$ cat src/rtl/tdc_pkg.sv
// Shared constants and FSM encoding for the tdc stimulus generator and measurement block.
`timescale 1ps/1ps
package tdc_pkg;
    localparam int COARSE_W_DEF  = 32;
    localparam int FINE_TAPS_DEF = 64;
    localparam int PULSE_W_DEF   = 4;
    localparam int BURST_W_DEF   = 16;
    localparam int TIMEOUT_DEF   = 1023;
    localparam int TAP_W         = $clog2(FINE_TAPS_DEF);

    typedef enum logic [1:0] {
        ST_IDLE  = 2'd0,
        ST_START = 2'd1,
        ST_GAP   = 2'd2,
        ST_WAIT  = 2'd3
    } tdc_state_e;
endpackage

$ cat src/rtl/tdc_stimulus_generator_if.sv
// Config, TDC handshake and status bundle between the stimulus generator and its environment.
`timescale 1ps/1ps
interface tdc_stimulus_generator_if import tdc_pkg::*; #(
    parameter int COARSE_W  = COARSE_W_DEF,
    parameter int FINE_TAPS = FINE_TAPS_DEF,
    parameter int BURST_W   = BURST_W_DEF
);
    logic                         arm;
    logic                         abort;
    logic [COARSE_W-1:0]          coarse_delay;
    logic [$clog2(FINE_TAPS)-1:0] fine_tap;
    logic [BURST_W-1:0]           burst_count;
    logic                         tdc_busy;
    logic                         start_signal;
    logic                         stop_signal;
    logic                         gen_busy;
    logic                         done;
    logic                         timeout_err;
    logic [BURST_W-1:0]           pairs_sent;

    modport master (
        output arm, abort, coarse_delay, fine_tap, burst_count, tdc_busy,
        input  start_signal, stop_signal, gen_busy, done, timeout_err, pairs_sent
    );

    modport slave (
        input  arm, abort, coarse_delay, fine_tap, burst_count, tdc_busy,
        output start_signal, stop_signal, gen_busy, done, timeout_err, pairs_sent
    );
endinterface

$ cat src/rtl/tdc_fine_delay_line.sv
// Inverter-pair delay chain with a tap mux; tap 0 is the undelayed input.
`timescale 1ps/1ps
module tdc_fine_delay_line import tdc_pkg::*; #(
    parameter int FINE_TAPS = FINE_TAPS_DEF
) (
    input  logic                         i_in,
    input  logic [$clog2(FINE_TAPS)-1:0] i_tap,
    output logic                         o_out
);
    logic [FINE_TAPS-1:0] w_taps;

    assign w_taps[0] = i_in;

    // Each stage keeps its own nets so the chain is not one self-referencing vector.
    for (genvar gi = 1; gi < FINE_TAPS; gi++) begin : g_stage
        (* dont_touch = "true" *) logic w_inv;
        (* dont_touch = "true" *) logic w_buf;
        if (gi == 1) begin : g_first
            assign w_inv = ~i_in;
        end else begin : g_next
            assign w_inv = ~g_stage[gi-1].w_buf;
        end
        assign w_buf      = ~w_inv;
        assign w_taps[gi] = w_buf;
    end

    assign o_out = w_taps[i_tap];
endmodule

$ cat src/rtl/tdc_stimulus_generator.sv
// Start/stop pulse-pair source: FSM, coarse gap, pulse and TDC-wait counters, output registers.
`timescale 1ps/1ps
module tdc_stimulus_generator import tdc_pkg::*; #(
    parameter int COARSE_W  = COARSE_W_DEF,
    parameter int FINE_TAPS = FINE_TAPS_DEF,
    parameter int PULSE_W   = PULSE_W_DEF,
    parameter int BURST_W   = BURST_W_DEF,
    parameter int TIMEOUT   = TIMEOUT_DEF
) (
    input  logic                     clk,
    input  logic                     rst_n,
    tdc_stimulus_generator_if.slave  bus
);
    localparam int TW  = $clog2(FINE_TAPS);
    localparam int PCW = $clog2(PULSE_W + 1);
    localparam int WCW = $clog2(TIMEOUT + 1) + 1;

    tdc_state_e           r_state, w_next;
    logic [COARSE_W-1:0]  r_coarse, r_gap, w_coarse_ld;
    logic [TW-1:0]        r_fine;
    logic [BURST_W-1:0]   r_burst, r_pairs;
    logic [PCW-1:0]       r_start_cnt, r_stop_cnt;
    logic [WCW-1:0]       r_wait_cnt;
    logic                 r_start, r_stop_pre, r_gen_busy, r_done, r_tmo;
    logic                 r_seen, r_low;
    logic                 w_start_end, w_stop_end, w_pulses_end, w_tdc_rel, w_more, w_tmo_hit;
    logic                 w_launch, w_finish, w_tmo, w_enter_wait;

    // "_end" terms mean the pulse is low after the coming edge.
    assign w_start_end  = !r_start || (r_start_cnt == '0);
    assign w_stop_end   = (r_gap == '0) && (!r_stop_pre || (r_stop_cnt == '0));
    assign w_pulses_end = w_start_end && w_stop_end;
    assign w_tdc_rel    = !bus.tdc_busy && (r_seen || r_low);
    assign w_more       = r_pairs < r_burst;
    assign w_tmo_hit    = r_wait_cnt >= WCW'(TIMEOUT);
    assign w_coarse_ld  = (r_state == ST_IDLE) ? bus.coarse_delay : r_coarse;

    always_comb begin
        w_next       = r_state;
        w_launch     = 1'b0;
        w_finish     = 1'b0;
        w_tmo        = 1'b0;
        w_enter_wait = 1'b0;
        case (r_state)
            ST_IDLE: begin
                if (bus.arm) begin
                    w_next   = ST_START;
                    w_launch = 1'b1;
                end
            end
            ST_START: begin
                if (w_pulses_end) begin
                    w_next       = ST_WAIT;
                    w_enter_wait = 1'b1;
                end else if (w_start_end) begin
                    w_next = ST_GAP;
                end
            end
            ST_GAP: begin
                if (w_pulses_end) begin
                    w_next       = ST_WAIT;
                    w_enter_wait = 1'b1;
                end
            end
            ST_WAIT: begin
                if (w_tdc_rel) begin
                    if (w_more) begin
                        w_next   = ST_START;
                        w_launch = 1'b1;
                    end else begin
                        w_next   = ST_IDLE;
                        w_finish = 1'b1;
                    end
                end else if (w_tmo_hit) begin
                    w_next = ST_IDLE;
                    w_tmo  = 1'b1;
                end
            end
            default: w_next = ST_IDLE;
        endcase
        if (bus.abort) begin
            w_next       = ST_IDLE;
            w_launch     = 1'b0;
            w_finish     = 1'b0;
            w_tmo        = 1'b0;
            w_enter_wait = 1'b0;
        end
    end

    always_ff @(posedge clk) begin
        if (!rst_n) begin
            r_state     <= ST_IDLE;
            r_coarse    <= '0;
            r_fine      <= '0;
            r_burst     <= '0;
            r_gap       <= '0;
            r_start     <= 1'b0;
            r_start_cnt <= '0;
            r_stop_pre  <= 1'b0;
            r_stop_cnt  <= '0;
            r_pairs     <= '0;
            r_gen_busy  <= 1'b0;
            r_done      <= 1'b0;
            r_tmo       <= 1'b0;
            r_wait_cnt  <= '0;
            r_seen      <= 1'b0;
            r_low       <= 1'b0;
        end else begin
            r_state <= w_next;
            r_done  <= w_finish;
            if (bus.abort) begin
                r_start    <= 1'b0;
                r_stop_pre <= 1'b0;
                r_gap      <= '0;
                r_gen_busy <= 1'b0;
            end else if (w_launch) begin
                if (r_state == ST_IDLE) begin
                    r_coarse   <= bus.coarse_delay;
                    r_fine     <= bus.fine_tap;
                    r_burst    <= (bus.burst_count == '0) ? BURST_W'(1) : bus.burst_count;
                    r_pairs    <= '0;
                    r_gen_busy <= 1'b1;
                    r_tmo      <= 1'b0;
                end
                r_start     <= 1'b1;
                r_start_cnt <= PCW'(PULSE_W - 1);
                r_gap       <= w_coarse_ld;
                // Zero interval: stop leaves on the same edge as start.
                if (w_coarse_ld == '0) begin
                    r_stop_pre <= 1'b1;
                    r_stop_cnt <= PCW'(PULSE_W - 1);
                end
            end else begin
                if (r_start) begin
                    if (r_start_cnt == '0) r_start <= 1'b0;
                    else                   r_start_cnt <= r_start_cnt - PCW'(1);
                end
                if (r_gap == COARSE_W'(1)) begin
                    r_stop_pre <= 1'b1;
                    r_stop_cnt <= PCW'(PULSE_W - 1);
                end else if (r_stop_pre) begin
                    if (r_stop_cnt == '0) r_stop_pre <= 1'b0;
                    else                  r_stop_cnt <= r_stop_cnt - PCW'(1);
                end
                if (r_gap != '0) r_gap <= r_gap - COARSE_W'(1);
                if (w_enter_wait) begin
                    if (r_pairs != '1) r_pairs <= r_pairs + BURST_W'(1);
                    r_wait_cnt <= '0;
                    r_seen     <= 1'b0;
                    r_low      <= 1'b0;
                end else if (r_state == ST_WAIT) begin
                    if (r_wait_cnt != '1) r_wait_cnt <= r_wait_cnt + WCW'(1);
                    r_seen <= r_seen | bus.tdc_busy;
                    r_low  <= !bus.tdc_busy;
                end
                if (w_finish) r_gen_busy <= 1'b0;
                if (w_tmo) begin
                    r_tmo      <= 1'b1;
                    r_gen_busy <= 1'b0;
                end
            end
        end
    end

    tdc_fine_delay_line #(.FINE_TAPS(FINE_TAPS)) u_fine_dl (
        .i_in  (r_stop_pre),
        .i_tap (r_fine),
        .o_out (bus.stop_signal)
    );

    assign bus.start_signal = r_start;
    assign bus.gen_busy     = r_gen_busy;
    assign bus.done         = r_done;
    assign bus.timeout_err  = r_tmo;
    assign bus.pairs_sent   = r_pairs;
endmodule
$ cat src/flat_wrapper.sv
// flat-port wrapper written by rule: the top's interface ports become plain ports
module tdc_stimulus_generator_flat import tdc_pkg::*;
#(
    parameter int COARSE_W  = COARSE_W_DEF,
    parameter int FINE_TAPS = FINE_TAPS_DEF,
    parameter int PULSE_W   = PULSE_W_DEF,
    parameter int BURST_W   = BURST_W_DEF,
    parameter int TIMEOUT   = TIMEOUT_DEF
)
  (clk, rst_n, bus_arm, bus_abort, bus_coarse_delay, bus_fine_tap, bus_burst_count, bus_tdc_busy, bus_start_signal, bus_stop_signal, bus_gen_busy, bus_done, bus_timeout_err, bus_pairs_sent);
  tdc_stimulus_generator_if #(.COARSE_W(COARSE_W), .FINE_TAPS(FINE_TAPS), .BURST_W(BURST_W)) bus_i ();
  input  logic clk;
  input  logic rst_n;
  input wire logic [$bits(bus_i.arm)-1:0] bus_arm;
  input wire logic [$bits(bus_i.abort)-1:0] bus_abort;
  input wire logic [$bits(bus_i.coarse_delay)-1:0] bus_coarse_delay;
  input wire logic [$bits(bus_i.fine_tap)-1:0] bus_fine_tap;
  input wire logic [$bits(bus_i.burst_count)-1:0] bus_burst_count;
  input wire logic [$bits(bus_i.tdc_busy)-1:0] bus_tdc_busy;
  output wire logic [$bits(bus_i.start_signal)-1:0] bus_start_signal;
  output wire logic [$bits(bus_i.stop_signal)-1:0] bus_stop_signal;
  output wire logic [$bits(bus_i.gen_busy)-1:0] bus_gen_busy;
  output wire logic [$bits(bus_i.done)-1:0] bus_done;
  output wire logic [$bits(bus_i.timeout_err)-1:0] bus_timeout_err;
  output wire logic [$bits(bus_i.pairs_sent)-1:0] bus_pairs_sent;
  assign bus_i.arm = bus_arm;
  assign bus_i.abort = bus_abort;
  assign bus_i.coarse_delay = bus_coarse_delay;
  assign bus_i.fine_tap = bus_fine_tap;
  assign bus_i.burst_count = bus_burst_count;
  assign bus_i.tdc_busy = bus_tdc_busy;
  assign bus_start_signal = bus_i.start_signal;
  assign bus_stop_signal = bus_i.stop_signal;
  assign bus_gen_busy = bus_i.gen_busy;
  assign bus_done = bus_i.done;
  assign bus_timeout_err = bus_i.timeout_err;
  assign bus_pairs_sent = bus_i.pairs_sent;
  tdc_stimulus_generator #(.COARSE_W(COARSE_W), .FINE_TAPS(FINE_TAPS), .PULSE_W(PULSE_W), .BURST_W(BURST_W), .TIMEOUT(TIMEOUT)) u_core (.clk(clk), .rst_n(rst_n), .bus(bus_i));
endmodule
$ cat config.mk
export PLATFORM = sky130hd
export DESIGN_NAME = tdc_stimulus_generator_flat
export DESIGN_NICKNAME = d
export VERILOG_FILES = /design/src/rtl/tdc_pkg.sv /design/src/rtl/tdc_stimulus_generator_if.sv /design/src/rtl/tdc_fine_delay_line.sv /design/src/rtl/tdc_stimulus_generator.sv /design/src/flat_wrapper.sv
export SDC_FILE = /design/constraint.sdc
export NUM_CORES = 1
export LEC_CHECK = 0
export CAP_MARGIN = 10
export CORE_MARGIN = 4
export CORE_UTILIZATION = 57
export CTS_BUF_LIST = sky130_fd_sc_hd__clkbuf_16
export DETAILED_ROUTE_END_ITERATION = 7
export GPL_TIMING_DRIVEN = 0
export PLACE_DENSITY = 0.81
export SETUP_SLACK_MARGIN = 0.1
export SLEW_MARGIN = 0
export SYNTH_ARGS = -nofsm -noshare
export SYNTH_HDL_FRONTEND = slang
export SYNTH_HIERARCHICAL = 1
export SYNTH_SLANG_ARGS = --single-unit
export TNS_END_PERCENT = 50
$ cat constraint.sdc
create_clock -name clk -period 2.9 [get_ports clk]
set_input_delay 0.58 -clock clk [delete_from_list [all_inputs] [get_ports clk]]
set_output_delay 0.58 -clock clk [all_outputs]
set_load 0.02 [all_outputs]
# --- Word-level counts from Yosys, hierarchy flattened ---
# Cells that the tools add are included.
word_totals:
  register_bits: 128
  latchBits: 0
  mem_bits_rw: 0
  romBits: 0
  inputBits: 59
  out_inout_bits: 21
  elab_cells: 143
  n_memories: 0
op_classes:
  n_addsub: 5
  mul: 0
  n_div: 0
  n_lt_le_gt_ge: 3
  n_eq_ne: 14
  n_shift: 0
  mux: 64
  bitwise: 4
  reduce_logical: 37
ops:
  columns: ["cell", "n"]
  rows:
  - ["32-bit two-way mux", 3]
  - ["16-bit two-way mux", 5]
  - ["32-bit logical NOT", 2]
  - ["1-bit two-way mux", 36]
  - ["11-bit two-way mux", 3]
  - ["32-bit by 1-bit equality test with 1-bit output (second input constant)", 1]
  - ["32-bit nonzero test", 1]
  - ["32-bit by 1-bit subtractor with 32-bit output (second input constant)", 1]
  - ["3-bit two-way mux", 8]
  - ["16-bit by 1-bit adder with 16-bit output (second input constant)", 1]
  - ["16-bit logical NOT", 1]
  - ["16-bit < comparator", 1]
  - ["16-bit inequality test (second input constant)", 1]
  - ["4-bit AND reduction", 4]
  - ["2-bit nonzero test", 7]
  - ["2-bit two-way mux", 6]
  - ["3-bit AND reduction", 4]
  - ["11-bit by 1-bit adder with 11-bit output (second input constant)", 1]
  - ["11-bit by 10-bit >= comparator with 1-bit output (second input constant)", 1]
  - ["11-bit inequality test (second input constant)", 1]
  - ["2-bit one-hot mux with 4 select lines", 1]
  - ["6-bit by 7-bit < comparator with 1-bit output (second input constant)", 1]
  - ["1-bit binary-select mux with 6-bit select", 1]
  - ["3-bit logical NOT", 2]
  - ["17 further kinds", 34]

# --- Longest topological paths before layout ---
logic_depth:
  word_depth: 9
  mapped_depth: 12
  mapped_depth_nobuf: 8

# --- Hierarchy ---
# The synthesis kept the hierarchy.
by_module_without_submodules:
  columns: ["mod", "n_inst", "cells_each", "area_each_um2", "seq_area_each_um2"]
  rows:
  - ["tdc_stimulus_generator", 1, 844, 6927.9, 2562.5]
  - ["tdc_fine_delay_line", 1, 1, 7.5, 0.0]

# --- Least setup slack after synthesis ---
# OpenSTA, ideal clock, no wires.
synth_timing:
  kind: "reg2reg"
  startpoint: "register u_core.r_pairs[7] (netlist: u_core/bus.pairs_sent[7])"
  endpoint: "register u_core.r_gap[10]"
  setup_ps: 134
  t_arrival_ps: 2647
  t_required_ps: 2766
  setup_slack_ps: 119
  path_stages_with_launch: 10
  n_path_buf: 3
  period_less_slack_ps: 2781
  path_cell_list: "dfxtp_1 ha_1 a21oi_1 a311oi_1 nor4_1 a31o_2 clkbuf_1 clkbuf_1 buf_2 a211oi_1"
synth_between:
  elab_chain_cells: 6
  elab_cells_between_ends: 7
  classes_between: "order compare: 1; mux: 5; reduce/logical: 1"
synth_lines:
  columns: ["item", "line", "rtl"]
  rows:
  - ["from (decl)", "tdc_stimulus_generator.sv:21", "logic [BURST_W-1:0] r_burst, r_pairs;"]
  - ["from (signal assigned)", "tdc_stimulus_generator.sv:147", "if (r_pairs != '1) r_pairs <= r_pairs + BURST_W'(1);"]
  - ["16-bit < comparator *", "tdc_stimulus_generator.sv:34", "assign w_more = r_pairs < r_burst;"]
  - ["1-bit two-way mux *", "tdc_stimulus_generator.sv:67", "if (w_more) begin"]
  - ["1-bit two-way mux *", "tdc_stimulus_generator.sv:66", "if (w_tdc_rel) begin"]
  - ["1-bit one-hot mux with 2 select lines *", "tdc_stimulus_generator.sv:44", "case (r_state)"]
  - ["1-bit two-way mux *", "tdc_stimulus_generator.sv:81", "if (bus.abort) begin"]
  - ["32-bit two-way mux / 2-bit nonzero test (equally long branches)", null, null]
  - ["to (signal assigned)", "tdc_stimulus_generator.sv:127", "r_gap <= w_coarse_ld;"]
  - ["to (signal assigned)", "tdc_stimulus_generator.sv:145", "if (r_gap != '0) r_gap <= r_gap - COARSE_W'(1);"]
  - ["to (decl)", "tdc_stimulus_generator.sv:19", "logic [COARSE_W-1:0] r_coarse, r_gap, w_coarse_ld;"]
# Every way passes the cells marked *; elsewhere a longest branch is shown, timed or not.
# A chain may end at the register's enable or synchronous reset.

# --- Worst setup path after layout ---
layout_timing:
  startpoint: "register u_core.r_burst[13]"
  endpoint: "register u_core.r_wait_cnt[5]"
layout_between:
  elab_chain_cells: 7
layout_lines:
  columns: ["item", "line", "rtl"]
  rows:
  - ["from (decl)", "tdc_stimulus_generator.sv:21", null]
  - ["from (signal assigned)", "tdc_stimulus_generator.sv:120", "r_burst <= (bus.burst_count == '0) ? BURST_W'(1) : bus.burst_count;"]
  - ["16-bit < comparator", "tdc_stimulus_generator.sv:34", null]
  - ["1-bit two-way mux", "tdc_stimulus_generator.sv:67", null]
  - ["1-bit two-way mux", "tdc_stimulus_generator.sv:66", null]
  - ["1-bit one-hot mux with 2 select lines", "tdc_stimulus_generator.sv:44", null]
  - ["1-bit two-way mux", "tdc_stimulus_generator.sv:81", null]
  - ["1-bit NOT (no line)", null, null]
  - ["4-bit AND reduction (no line)", null, null]
  - ["to (signal assigned)", "tdc_stimulus_generator.sv:152", "if (r_wait_cnt != '1) r_wait_cnt <= r_wait_cnt + WCW'(1);"]
  - ["to (decl)", "tdc_stimulus_generator.sv:23", "logic [WCW-1:0] r_wait_cnt;"]
# No other way between the ends.

==> results.txt <==
The flow ran to the end, and the final reports show no timing, DRC or antenna violations. Clock-pin slew was measured on the worst setup and hold paths at 0.06 ns. The area growth from synthesis to final layout came out at 25.4%. The number of instances in the synthesized netlist is a little over 800. The endpoint required time on the critical path came out at 3.25 ns. The critical-path maximum fanout came out at 10.

The number of global-route vias before repair came out at 6896. Entering global routing, the biggest net connects 17 pins. In this run the remaining antenna-violating nets after routing total 0. The quantity of I/O buffers inserted on ports is 73.

The first-pass GRT wire length is about 35 mm. The per-instance average area after synthesis is 8.20 µm². The root cell of the clock tree is clkbuf_16. The cell row count came out at 39. The half-perimeter wire length of the detailed placement result is 15.7 mm.

The global placer's final weighted congestion is 0.995. The total wirelength of the detailed-routed design came out at 22.7 mm. The switching power is around 0.0017 W.

The count of final hold-check violations came out at 0. The utilization after layout is 73.6%. After floorplanning, the core was sized to cover 11500 µm². The internal portion of total power is 0.00349 W. The die is 117 µm wide.

The post-route clock skew is 0.00576 ns. The worst-skew pair later-pin latency is ~0.43 ns. The pin slew with the least headroom to its limit came out at 0.746 ns. The antenna diode count came out at 0. The final route contains 7260 vias. The launch instance of the worst register-to-register path is u_core/r_burst[13]. The class of the most critical setup path is flop to flop. The register-to-register setup slack is 0.12 ns. The number of H-tree levels came out at 4. The area of combinational cells with multiple inputs is between 4000 and 5000 µm².

In this run the cell area of the synthesized design comes to 6730 µm². Using the TritonRoute via totals, the vias-per-cell ratio works out to 6.77. The end of the worst hold path is u_core/r_burst[9]. The post-route netlist has 13.2% of its cells at a drive strength greater than 1. Counting every net in the synthesized netlist gives 907. In this run the power density over the cells is 614 nW/µm². The number of CTS-inserted buffers is 17. The residual DRC count is 0. The worst hold path belongs to the class flop to flop. The number of max-capacitance violations reported is 0. The minimum clock period came out at 2.78 ns. The number of sinks driven by the clock tree came out at 122. The final layout net count is 1002.

The number of cells traversed by the worst register-to-register path came out at 9. The type of element capturing the critical path is a flop. The number of antenna violations at the first check in global routing came out at 1. The worst pin sits at a relative slew slack of 50.3%.

The slowest cell on the critical path is or4_1. The largest stage delay on the critical path came out at 0.53 ns. 80 I/O pins were placed. Combinational cells account for 25.4% of the total power.

Global routing used 32.9% of the available tracks across all layers. The number of placed instances, taps included came out at 1037. The maximum root-to-sink buffer count came out at 2. The final count of pins violating max slew is 0. The final standard cell count with taps included and fillers excluded is 1072. The maximum ir drop on the vdd rail is 0.537 mV. The height of the die came out at 117 µm. Setup repair after global routing could not meet its margin everywhere. Registers are responsible for 36.2% of the overall power.

The total of hold buffers inserted after clock tree synthesis came out at 0. The share of the clock period used by the worst path came out at 95.7%. The die covers 13600 µm². The final count of negative-setup-slack endpoints is 0. The register cell area after layout came out at between 2000 and 2500 µm².

The critical path arrival is 3.13 ns. The first-pass iteration count of the detailed router came out at 6. The number of filler cells placed in the layout is approximately 850. Final hold analysis gives a worst-case slack of 0.455 ns. The total overflow left after global routing is 0.

Walking the worst path, the cells encountered are inv_1 > ha_1 > nand4_1 > or2_4 > or3_4 > a31o_4 > buf_4 > or4_1 > a21oi_2. Summed over all cells, the static leakage comes to approximately 3.2 nW. The worst register-to-register path ends at u_core/r_wait_cnt[5].

The proportion of total power due to net switching came out at 32.8%. The startpoint type of the worst setup path is a flop. The worst hold path begins at u_core/r_burst[9]. The per-cell routed wire length came out at 21.2 µm. The clock tree from TritonCTS is done.

Once the floorplan was initialized, standard cells occupied between 50% and 60% of the core. Along the worst hold path, the cell count comes to 2. The achievable frequency came out at 0.360 GHz. The starting DRC count in detailed routing is 1206. The share of total power in the clock network is 38.5%. The warning count from the yosys run came out at 6.
placed cells by master, fill, tap and decap left out, drive strengths merged, types with 18 or more instances in the layout:
master and count:
buf 28, o21ai 20, nand2 91, ha 27, nor3 24, nor2 28
xnor2 19, clkbuf 54, a21oi 97, nand4 18, clkdlybuf4s50 73, nand3 67
inv 29, mux2i 19, dfxtp 122
through the flow:
step / worst slack (ns) / cell area (µm²) / setup TNS (ns) / total power, W
2_1_floorplan: 0.119 / 6730 / 0 / 0.00273
3_3_place_gp: -0.792 / 7640 / -54.85 / 0.00304
3_5_place_dp: -0.788 / 7640 / -58.77 / 0.00309
4_1_cts: 0.0297 / 8300 / 0 / 0.00508
5_1_grt: 0.000475 / 8440 / 0 / 0.00536
6_report: 0.124 / 8440 / 0 / 0.00518
worst max-delay path, delay by kind of cell (launching register included):
| kind | cells | cell delay [ns] |
|---|---|---|
| compound gates | 2 | 0.42 |
| fa+ha+maj | 1 | 0.30 |
| buf+inv | 2 | 0.24 |
| flops | 1 | 0.33 |
| simple gates | 4 | 1.42 |
power groups by stage:
stage	combinational [W]	sequential, W	clock [W]
5_1_grt	0.00140	0.00188	0.00208
6_report	0.00132	0.00187	0.00199
2_1_floorplan	0.000847	0.00188	0
3_5_place_dp	0.00119	0.00190	0
4_1_cts	0.00123	0.00187	0.00199
3_3_place_gp	0.00115	0.00189	0
layout make-up:
cell class | instances | area share (%)
clock buffer | 17 | 5.04
timing repair buffer | 77 | 9.01
buffer | 61 | 3.84
inverter | 28 | 1.24
multi-input combinational | 609 | 48.3
tap | 143 | 2.12
clock inverter | 15 | 1.53
sequential | 122 | 29.0
routing by layer:
| metal | track usage, % | share of wire, % |
|---|---|---|
| met2 | 51.2 | 46 |
| met3 | 7.62 | 9.5 |
| met4 | 17.0 | 4.8 |
| met5 | 0 | 0.084 |
| met1 | 42.6 | 40 |
timing repair:
item,4_1_cts,5_1_grt
resized for setup,40,53
buffers inserted,1,3
pin swaps,1,6
gates cloned,0,0
endpoints found under the setup margin,119,121
sequential cells by signal (all words and copies together) (netlist names), 2 cells and up:
signal,cells
u_core/r_state,2
u_core/r_gap,32
u_core/r_coarse,32
u_core/r_start_cnt,3
u_core/bus.pairs_sent,16
u_core/r_wait_cnt,11
u_core/r_burst,16
u_core/r_stop_cnt,3
how the worst max path moves through the flow:
stage	from	end	cells after the start
after global routing	u_core/r_state[0]	u_core/r_stop_cnt[1]	10
after CTS	u_core/r_gap[0]	u_core/bus.pairs_sent[7]	12
after detailed placement	u_core/r_state[0]	u_core/r_gap[7]	10
final	u_core/r_burst[13]	u_core/r_wait_cnt[5]	9
after floorplan	u_core/bus.pairs_sent[7]	u_core/r_gap[10]	9
after global placement	u_core/r_state[0]	u_core/r_gap[24]	10
Note: power is estimated with default switching activity, not from simulation.
==> RTL change 1: new RTL, config.mk and constraints unchanged <==
The package constant `BURST_W_DEF` goes from 16 to 32.
--- a/src/rtl/tdc_pkg.sv
+++ b/src/rtl/tdc_pkg.sv
@@ -4,7 +4,7 @@
     localparam int COARSE_W_DEF  = 32;
     localparam int FINE_TAPS_DEF = 64;
     localparam int PULSE_W_DEF   = 4;
-    localparam int BURST_W_DEF   = 16;
+    localparam int BURST_W_DEF   = 32;
     localparam int TIMEOUT_DEF   = 1023;
     localparam int TAP_W         = $clog2(FINE_TAPS_DEF);
 
Interface: changed (resized bus_burst_count and bus_pairs_sent); port bits go from 80 to 112. No check against the original RTL was run, so the function may have changed too.
==> RTL change 1 against the original RTL <==
Worst setup slack got worse by 0.096 ns. Clock skew barely moved. Sequential cell count rose by 32. Area after synthesis grew 25%. Non-clock buffer count up 38. Design area rose by 30%. Maximum frequency is 3.3% lower. Wire length up 13%. Sequential share of layout area down 0.55 points. Total power rose by 21%. Highest routed layer is now met4.
==> RTL change 1: results (changes against the original RTL) <==
\begin{tabular}{lr}
\hline
Metric & Value \\
\hline
\multicolumn{2}{l}{\textbf{Run status}} \\
Outcome & finished clean \\
\multicolumn{2}{l}{\textbf{Yosys}} \\
Synth warn & 6 (unchanged) \\
Mapped Cells & 992 (+21\%) \\
Post-synthesis net count & 1110 (+22\%) \\
\multicolumn{2}{l}{\textbf{Setup path}} \\
Crit path arrival time & 3.15 ns (+0.02 ns) \\
Master of the slowest instance on the critical path & a2111o\_1 \\
Largest stage delay on the critical path & 0.45 ns (-0.08 ns) \\
Worst-path maximum fanout & 10 (unchanged) \\
\multicolumn{2}{l}{\textbf{Clock tree}} \\
Clk\_lat worst skew & 0.43 ns (about the same) \\
Number of buffers inserted during clock tree synthesis & 17 (unchanged) \\
Clock root buffer master & clkbuf\_16 \\
Buffer levels on the longest clock path & 2 (unchanged) \\
Deepest level of the CTS H-tree & 4 (unchanged) \\
Register clock-pin slew on the reported worst setup and hold paths & 0.06 ns (about the same) \\
\multicolumn{2}{l}{\textbf{Place}} \\
Worst-case setup slack after placement & -0.710 ns (+0.0779 ns) \\
Final weighted congestion of routability-driven global placement & 0.937 (-5.9\%) \\
DPL Wire Length & 17300 um (+11\%) \\
Post-Place Cell Area & 0.00972 mm\^{}2 (+27\%) \\
Number of I/O port buffers & 105 (+44\%) \\
\multicolumn{2}{l}{\textbf{Routing}} \\
Total routed wirelength & 25700 um (+13\%) \\
Detailed router's first-iteration violation count & 813 (-33\%) \\
First-pass detailed-route iteration total & 5 (-1) \\
Via count & 8293 (+14\%) \\
\multicolumn{2}{l}{\textbf{Pwr}} \\
Static leakage & 4.70 nW (+48\%) \\
Maximum ir drop on the vdd rail & 470 uV (-12\%) \\
\multicolumn{2}{l}{\textbf{Timing}} \\
Slew at the pin closest to its max-slew limit & 0.809 ns (+0.0629 ns) \\
Final count of pins violating max slew & 0 (unchanged) \\
Worst-case clock skew & 0.00580 ns (+0.0000428 ns) \\
\multicolumn{2}{l}{\textbf{Cells and area}} \\
Cell Count, Final, Fillers Out & 1328 (+24\%) \\
Fraction of final layout cells sized beyond drive strength 1 & 0.137 (+0.00484) \\
FILL cells & 1027 (+21\%) \\
Antenna diode count & 0 (unchanged) \\
\multicolumn{2}{l}{\textbf{GRT}} \\
Largest net degree at the start of global routing & 17 (unchanged) \\
Wire length of the first global-routing pass & 38500 um (+11\%) \\
Antenna violations before repair & 0 (-1) \\
Via count of the first global-routing pass & 7848 (+14\%) \\
Global routing usage summed across all routing layers & 0.287 (-0.0423) \\
\multicolumn{2}{l}{\textbf{Min path}} \\
Path category of the worst min-delay check & flip-flop to flip-flop \\
\multicolumn{2}{l}{\textbf{Job}} \\
Number of maximum-capacitance violations & 0 (unchanged) \\
\hline
\end{tabular}
-- RTL change 1: power by group --
part	total, mW	leakage [nW]	internal (mW)	switching, mW
clock network	2.32	0.301	1.42	0.892
logic	1.60	3.14	0.690	0.907
registers	2.35	1.26	2.24	0.110
total	6.26	4.70	4.35	1.91
-- RTL change 1: metal layers --
metal  vias up  global-route usage  part of all wire
li1       3873                   -                 -
met4         0               0.125             0.031
met2       421               0.466              0.48
met3        77              0.0573             0.078
met5         -                   0                 0
met1      3922               0.372              0.42
-- RTL change 1: what timing repair did --
| action | in CTS | in global routing |
|---|---|---|
| gates resized for setup | 45 | 94 |
| buffers inserted | 5 | 10 |
| endpoints found under the hold margin | 0 | 0 |
| cloned | 0 | 2 |
| setup endpoints to repair | 148 | 123 |
| pin swaps | 7 | 23 |
-- RTL change 1: critical path, delay by kind of cell, from the launching register on --
kind	cells	cell delay [ns]
AOI/OAI and AO/OA	2	0.75
and+or+nand+nor	5	0.71
DFF	1	0.37
adders and majority gates	1	0.35
buffers and inverters	2	0.32
muxes	1	0.21
-- RTL change 1: area by class of cell --
cell class                      count  area, um^2  share of cell area
Multi-Input combinational cell    735        5250               0.479
Clock inverter                     14         181              0.0166
Timing Repair Buffer              122        1210               0.111
Inverter                           48         180              0.0164
Tap cell                          184         230              0.0210
Clock buffer                       17         425              0.0388
Buffer                             54         367              0.0334
Sequential cell                   154        3110               0.284
-- RTL change 1: path summary, 6_finish.rpt --
kind | from | to | slack [ns] | depth (start not counted)
setup / recovery | u_core/bus.pairs_sent[31]$_SDFFE_PN0P_ | u_core/r_burst[23]$_SDFFE_PN0P_ | 0.03 | 11
hold / removal | u_core/r_coarse[12]$_SDFFE_PN0P_ | u_core/r_coarse[12]$_SDFFE_PN0P_ | 0.46 | 2
setup reg to reg | u_core/bus.pairs_sent[31]$_SDFFE_PN0P_ | u_core/r_burst[23]$_SDFFE_PN0P_ | 0.03 | 11
hold reg to reg | u_core/r_coarse[12]$_SDFFE_PN0P_ | u_core/r_coarse[12]$_SDFFE_PN0P_ | 0.46 | 2
==> RTL change 2: new RTL, same settings <==
Made on the original files. Re-encode `tdc_state_e` (4 states) as Gray code, 2 bits wide.
--- a/src/rtl/tdc_pkg.sv
+++ b/src/rtl/tdc_pkg.sv
@@ -9,10 +9,10 @@
     localparam int TAP_W         = $clog2(FINE_TAPS_DEF);
 
     typedef enum logic [1:0] {
-        ST_IDLE  = 2'd0,
-        ST_START = 2'd1,
-        ST_GAP   = 2'd2,
-        ST_WAIT  = 2'd3
+        ST_IDLE  = 2'b00,
+        ST_START = 2'b01,
+        ST_GAP   = 2'b11,
+        ST_WAIT  = 2'b10
     } tdc_state_e;
 endpackage
 
Formal check against the unedited RTL: no difference found for any inputs over 4 cycles, from zero or initial values and one cycle with rst_n low; so few cycles prove little.
==> RTL change 2 against the original RTL <==
Sequential cell count unchanged. Total power decreased by 1.9%. Design area decreased by 0.86%. Combinational power decreased by 5%. Wire length decreased by 5.4%. Synthesized cell count decreased by 2.1%. Worst setup slack got worse by 0.13 ns. Area after synthesis decreased by 3.3%. Largest cell class unchanged. The run now ends with setup timing left.
==> RTL change 2: results (changes against the original RTL) <==
\begin{tabular}{lr}
\hline
Metric & Value \\
\hline
\multicolumn{2}{l}{\textbf{Place}} \\
Post-Place Cell Area & 0.00741 mm\^{}2 (-3.1\%) \\
Number of I/O port buffers & 72 (-1.4\%) \\
Final weighted congestion of routability-driven global placement & 0.958 (-3.8\%) \\
DPL Wire Length & 14600 um (-6.6\%) \\
\multicolumn{2}{l}{\textbf{Timing}} \\
Slew at the pin closest to its max-slew limit & 0.864 ns (+0.118 ns) \\
Final setup margin & -0.00995 ns (-0.134 ns) \\
Worst-case clock skew & 0.00699 ns (+0.00123 ns) \\
Setup-failing EPs final & 1 (+1) \\
\multicolumn{2}{l}{\textbf{Min path}} \\
Path category of the worst min-delay check & flip-flop to flip-flop \\
\multicolumn{2}{l}{\textbf{Routing}} \\
Via count & 6780 (-6.6\%) \\
Detailed router's first-iteration violation count & 774 (-36\%) \\
First-pass detailed-route iteration total & 5 (-1) \\
Total routed wirelength & 21500 um (-5.4\%) \\
\multicolumn{2}{l}{\textbf{Clock tree}} \\
Buffer levels on the longest clock path & 2 (unchanged) \\
Deepest level of the CTS H-tree & 4 (unchanged) \\
\multicolumn{2}{l}{\textbf{Run status}} \\
Outcome & complete, but fails checks \\
Failing checks & setup timing \\
\multicolumn{2}{l}{\textbf{Cells and area}} \\
Largest registers & u\_core/r\_coarse: 32 flops, u\_core/r\_gap: 32 flops \\
FILL cells & 790 (-6.8\%) \\
Layout Nets & 993 (-0.90\%) \\
Antenna diode count & 0 (unchanged) \\
Fraction of final layout cells sized beyond drive strength 1 & 0.124 (-0.00889) \\
\multicolumn{2}{l}{\textbf{Setup path}} \\
Crit path arrival time & 3.25 ns (+0.12 ns) \\
Worst-path maximum fanout & 5 (-5) \\
Largest stage delay on the critical path & 0.43 ns (-0.10 ns) \\
Master of the slowest instance on the critical path & or4\_4 \\
\multicolumn{2}{l}{\textbf{GRT}} \\
Antenna violations before repair & 0 (-1) \\
Largest net degree at the start of global routing & 17 (unchanged) \\
Via count of the first global-routing pass & 6627 (-3.9\%) \\
Wire length of the first global-routing pass & 33100 um (-4.4\%) \\
Global routing usage summed across all routing layers & 0.321 (-0.00782) \\
\multicolumn{2}{l}{\textbf{Yosys}} \\
Post-synthesis net count & 886 (-2.3\%) \\
\multicolumn{2}{l}{\textbf{Pwr}} \\
Switching Share & 0.304 (-0.0240) \\
Maximum ir drop on the vdd rail & 477 uV (-11\%) \\
Static leakage & 3.24 nW (+2.2\%) \\
\hline
\end{tabular}
RTL change 2: power groups by stage:
stage / clock [mW] / combinational (mW) / sequential (mW)
after floorplan: 0 / 0.749 / 1.87
after global placement: 0 / 1.03 / 1.88
after detailed placement: 0 / 1.05 / 1.89
after CTS: 1.97 / 1.15 / 1.85
after global routing: 2.07 / 1.34 / 1.87
final: 1.97 / 1.26 / 1.86
RTL change 2: final cells by class:
| cell class | count | area [um^2] | area share |
|---|---|---|---|
| Sequential cell | 122 | 2460 | 0.294 |
| Clock buffer | 17 | 425 | 0.0508 |
| Timing Repair Buffer | 88 | 841 | 0.100 |
| Tap cell | 140 | 175 | 0.0209 |
| Multi-Input combinational cell | 609 | 4020 | 0.480 |
| Buffer | 45 | 223 | 0.0266 |
| Inverter | 28 | 108 | 0.0129 |
| Clock inverter | 14 | 114 | 0.0136 |
RTL change 2: final timing paths:
kind	to	depth (start not counted)	slack, ns	from
max reg2reg	u_core/r_wait_cnt[7]$_SDFFE_PN0P_	11	-0.01	u_core/r_burst[12]$_SDFFE_PN0P_
min reg2reg	u_core/r_burst[1]$_SDFFE_PN0P_	2	0.47	u_core/r_burst[1]$_SDFFE_PN0P_
min	u_core/r_burst[1]$_SDFFE_PN0P_	2	0.47	u_core/r_burst[1]$_SDFFE_PN0P_
max	u_core/r_wait_cnt[7]$_SDFFE_PN0P_	11	-0.01	u_core/r_burst[12]$_SDFFE_PN0P_
RTL change 2: worst min-delay path, stage by stage, from the launching register on:
cell	delay (ns)
dfxtp_1	0.30
nand2_1	0.05
a21boi_0	0.06
RTL change 2: stage by stage:
| step | TNS (ns) | power (mW) | instances | setup slack (ns) |
|---|---|---|---|---|
| 6_report | -0.00995 | 5.08 | 1063 | -0.00995 |
| 5_1_grt | -0.272 | 5.28 | 1063 | -0.101 |
| 4_1_cts | 0 | 4.97 | 1057 | 0.0762 |
| 3_5_place_dp | -30.38 | 2.94 | 1016 | -0.522 |
| 3_3_place_gp | -20.35 | 2.91 | 1016 | -0.437 |
| 2_1_floorplan | 0 | 2.62 | 804 | 0.0994 |
RTL change 2: metal layers:
metal	GRT usage	share of wire
met2	0.515	0.47
met5	0	0
met1	0.400	0.38
met4	0.161	0.037
met3	0.0847	0.11
RTL change 2: repair_timing:
| action | 4_1_cts | 5_1_grt |
|---|---|---|
| resized for setup | 51 | 45 |
| setup endpoints to repair | 71 | 92 |
| setup buffers | 10 | 6 |
| pin swaps | 10 | 13 |
